--- src/rtl/div_check_serial.sv ---
// Bit-serial divisibility checker: MSB-first restoring remainder of A mod DIV,
// one dividend bit per clock, with a START/BUSY/DONE handshake and divide-by-zero flag.
module div_check_serial #(
    parameter int WIDTH = 5,
    parameter int DIV_W = 4
) (
    input  logic             CLK,
    input  logic             RST,
    input  logic             START,
    input  logic [WIDTH-1:0] A,
    input  logic [DIV_W-1:0] DIV,
    output logic             BUSY,
    output logic             DONE,
    output logic             DIVISIBLE,
    output logic [DIV_W-1:0] REM,
    output logic             ERR
);

    localparam int CW = $clog2(WIDTH + 1);

    typedef enum logic [1:0] {S_IDLE, S_RUN, S_DONE} state_t;

    state_t           state, state_nx;
    logic [WIDTH-1:0] a_q;
    logic [DIV_W-1:0] d_q, r_q, r_nx;
    logic [CW-1:0]    cnt;
    logic [DIV_W:0]   t, diff;
    logic             accept, last, dz;

    assign accept = START && (state != S_RUN);
    assign dz     = (DIV == '0);
    assign last   = (cnt == CW'(WIDTH - 1));
    assign BUSY   = (state == S_RUN);
    assign DONE   = (state == S_DONE);

    // a_q shifts left each step, so its MSB is always the next dividend bit to consume.
    always_comb begin
        t    = {r_q, a_q[WIDTH-1]};
        diff = t - {1'b0, d_q};
        r_nx = (t >= {1'b0, d_q}) ? diff[DIV_W-1:0] : t[DIV_W-1:0];
    end

    always_ff @(posedge CLK or posedge RST) begin
        if (RST) state <= S_IDLE;
        else     state <= state_nx;
    end

    always_comb begin
        state_nx = state;
        case (state)
            S_IDLE, S_DONE: begin
                if (START) state_nx = dz ? S_DONE : S_RUN;
                else       state_nx = S_IDLE;
            end
            S_RUN:   if (last) state_nx = S_DONE;
            default: state_nx = S_IDLE;
        endcase
    end

    always_ff @(posedge CLK or posedge RST) begin
        if (RST) begin
            a_q       <= '0;
            d_q       <= '0;
            r_q       <= '0;
            cnt       <= '0;
            REM       <= '0;
            DIVISIBLE <= 1'b0;
            ERR       <= 1'b0;
        end else if (accept) begin
            a_q <= A;
            d_q <= DIV;
            r_q <= '0;
            cnt <= '0;
            // Zero divisor skips the run and publishes the error result straight away.
            if (dz) begin
                REM       <= '0;
                DIVISIBLE <= 1'b0;
                ERR       <= 1'b1;
            end
        end else if (state == S_RUN) begin
            a_q <= a_q << 1;
            r_q <= r_nx;
            cnt <= cnt + CW'(1);
            if (last) begin
                REM       <= r_nx;
                DIVISIBLE <= (r_nx == '0);
                ERR       <= 1'b0;
            end
        end
    end

endmodule

--- config.mk ---
export PLATFORM = sky130hd
export DESIGN_NAME = div_check_serial
export DESIGN_NICKNAME = d
export VERILOG_FILES = /design/src/rtl/div_check_serial.sv
export SDC_FILE = /design/constraint.sdc
export NUM_CORES = 1
export LEC_CHECK = 0
export ABC_AREA = 1
export BUFFER_PORTS_ARGS = -buffer_cell sky130_fd_sc_hd__buf_2
export CAP_MARGIN = 5
export CORE_MARGIN = 2
export CORE_UTILIZATION = 48
export DETAILED_ROUTE_END_ITERATION = 16
export PLACE_DENSITY_LB_ADDON = 0.12
export SLEW_MARGIN = 30
export SYNTH_ARGS = -nofsm -noshare
export SYNTH_HDL_FRONTEND = slang
export SYNTH_SLANG_ARGS = --single-unit
--- constraint.sdc ---
create_clock -name CLK -period 2.1 [get_ports CLK]
set_clock_uncertainty 0.15 [all_clocks]
set_input_delay 0.315 -clock CLK [delete_from_list [all_inputs] [get_ports CLK]]
set_output_delay 0.315 -clock CLK [all_outputs]
set_load 0.05 [all_outputs]
==> metrics.csv <==
stage,metric,value,unit
outcome,status,"finished, final reports clean",
layout,nets@finish,192,
floorplanning,I/O Pins,20,
pwr,peak supply drop,836.7,uV
worst_setup_path,CP Launch Type,register,
min_path,worst hold path type,in2reg,
pwr,overall power,2.667,mW
drt,wire length per cell,12.23,um
worst_setup_path,Crit Reg-Reg Startpoint,a_q[4],
synth,cell count after synthesis,148,
layout,"commonest non-fill, non-tap cells in the layout","nand2_1, dfrtp_1, buf_2",
timing,Final Critical Period,1.851,ns
worst_setup_path,end of the worst register-to-register path,DIVISIBLE,
synth,Synth top area share,47.57,%
synth,Post-Synthesis Net Count,167,
timing,unrepaired setup endpoints after global routing,no,
worst_setup_path,crit-path cells,inv_2 -> nor2_2 -> buf_2,
worst_setup_path,critical path type,reg2out,
timing,Final TNS setup,0,ns
synth,YS warnings,0,
synth,Yosys reg bits,24,
drt,post-route DRC violation count,0,
placed_design,IO Port Bufs,19,
min_path,hold path start,A[4],
floorplanning,# rows,18,
worst_setup_path,critical path peak fanout,7,
pwr,PwrDens,1827,nW/um2
grt,largest net degree at the start of global routing,25,
pwr,P_leak,0.7803,nW
timing,fmax,0.5401,GHz
grt,vias in the first global route,1055,
timing,Tightest Pin Transition,0.4685,ns
grt,global-route wire length before repair,4526,um
flow_run,max-cap violations,0,
clock_tree,post-CTS sizing,0,
layout,Antenna Cells,0,
floorplanning,die area,3056,um2
clock_tree,Num CTS Buffers,3,
synth,average cell area after synthesis,8.530,um2
drt,number of DRC markers in iteration 0,14,
floorplanning,Die Width,55.29,um
drt,Post-DRT Antenna Nets,0,
timing,period utilization,88.16,%
timing,Slew Limit Fails,0,
synth,ranking of synthesized cells by area,"dfrtp_1, nand2_1, ha_1",
floorplanning,DIE HEIGHT,55.29,um
worst_setup_path,Worst path max stage delay,0.41,ns
synth,area of the mapped netlist,1262,um2
grt,GRT overflow,0,
drt,router iterations before antenna repair,4,
layout,"commonest non-fill, non-tap cell in the layout",nand2_1,
worst_setup_path,WP data required,1.63,ns
clock_tree,H-Tree Depth,1,
layout,share of layout cells above drive strength 1,26.16,%
clock_tree,Post-CTS Setup Repair Bufs,0,
drt,DRT Wirelength,2471,um
clock_tree,CTS tree,built,
clock_tree,CTS root buffer,clkbuf_4,
grt,initial antenna violation count,0,
timing,Rel. slew slack,68.73,%
grt,gr usage total,18.23,%
synth,Yosys cell types,24,
clock_tree,clk buf depth,2,
min_path,hold endpoint,a_q[4],
layout,Fill cells,240,
timing,Final Hold Fails,0,
synth,"area leader, netlist",dfrtp_1,
floorplanning,core area,2477,um2
layout,Layout area overhead,15.66,%
synth,post-synthesis sequential area ratio,47.57,%
worst_setup_path,R2R depth,11,
placed_design,GP Congestion,0.7917,
clock_tree,"CTS clk-pin slew, worst paths",0.15,ns
worst_setup_path,Critical Path Slowest Stage Cell,dfrtp_1,
drt,via/cell ratio,5.005,
clock_tree,clock latency on the worst-skew pair,0.32,ns
timing,number of setup violations in the final report,0,
worst_setup_path,CP endpoint kind,output pin,
worst_setup_path,crit path buf inv count,2,
worst_setup_path,Critical Path AT,1.39,ns
floorplanning,Initial Utilization,50.96,%
clock_tree,clk sink count,24,
worst_setup_path,cell family with most CP delay,flip-flops,
drt,vias,1011,
placed_design,Final HPWL DP,1929,um
min_path,Hold Path Depth,3,
worst_setup_path,worst reg2reg setup slack,0.25,ns
-- cell families after synthesis --
kind of cell / after synthesis / synth area share, %
AO/OA/AOI/OAI: 20 / 10.71
XOR/XNOR: 1 / 0.6939
AND/OR/NAND/NOR: 70 / 25.37
flip-flops: 24 / 47.57
buffers and inverters: 26 / 8.126
adder cells (fa/ha/maj): 7 / 7.532
-- per-layer routing --
layer / share of wire [%] / wire (um) / up-vias / global-route usage [%]
met5: 0 / 0 / - / 0
met4: 0.40 / 10 / 0 / 7.666
met3: 3.5 / 87 / 2 / 2.108
met2: 51 / 1272 / 20 / 31.80
met1: 45 / 1101 / 472 / 22.69
li1: - / - / 517 / -
-- synthesized netlist by cell type (all sizes together) --
cell / instances
o31ai: 1
nand3: 10
o211ai: 1
o221ai: 3
dfrtp: 24
clkinv: 1
ha: 6
inv: 23
o21ai: 11
nor2: 13
a22o: 3
buf: 2
nand2: 47
fa: 1
a21oi: 1
xnor2: 1
-- stage by stage --
step	setup WS [ns]	cells	hold slack, ns	cell area [um2]	utilization [%]
4_1_cts	0.2331	202	0.03953	1460	58.94
5_1_grt	0.1055	202	0.06027	1460	58.94
3_3_place_gp	0.3126	197	0.2194	1398	56.41
2_1_floorplan	0.3597	148	0.1796	1262	-
3_5_place_dp	0.2553	197	0.2288	1398	56.41
6_report	0.2486	202	0.05179	1460	58.94
-- worst register-to-register path, stage by stage, from the launching register on --
cell and delay, ns:
dfrtp_1 0.40, inv_1 0.08, ha_1 0.16, inv_1 0.06, fa_1 0.38, xnor2_1 0.17, inv_1 0.05, nand2_1 0.07
nand2_2 0.06, nor2_1 0.09, nand3_1 0.07, nand2_1 0.07
-- worst max path at each step --
stage                  start        end  slack [ns]  depth (start not counted)
CTS                   a_q[4]  DIVISIBLE        0.23                         11
global route          a_q[4]  DIVISIBLE        0.11                         11
global placement      a_q[4]     r_q[2]        0.31                          9
detailed placement    a_q[4]  DIVISIBLE        0.26                         11
finish              state[0]       BUSY        0.25                          3
floorplan             a_q[4]     r_q[2]        0.36                          9
-- power by group --
group / switching, mW / internal, mW
clock network: 0.148 / 0.193
logic: 1.04 / 0.517
registers: 0.110 / 0.660
-- final cells by class --
type                    count  area [um2]  share of cell area, %
multi-input cells          98       559.3                  38.30
repair buffers             22       120.1                  8.226
flip-flops and latches     24       600.6                  41.13
inverters                  24       90.09                  6.170
well taps                  30       37.54                  2.571
clock inverters             1       30.03                  2.057
clock buffers               3       22.52                  1.542
-- state kept, by name, indices dropped and copies added (netlist names) --
register,cells
r_q,4
REM,4
DIVISIBLE,1
cnt,3
ERR,1
state,2
a_q,5
d_q,4
-- what timing repair did --
action / CTS / global route
endpoints found under the hold margin: 24 / 0
hold buffers: 1 / 0
setup endpoints to repair: 0 / 0
(Power assumes the default switching activity.)
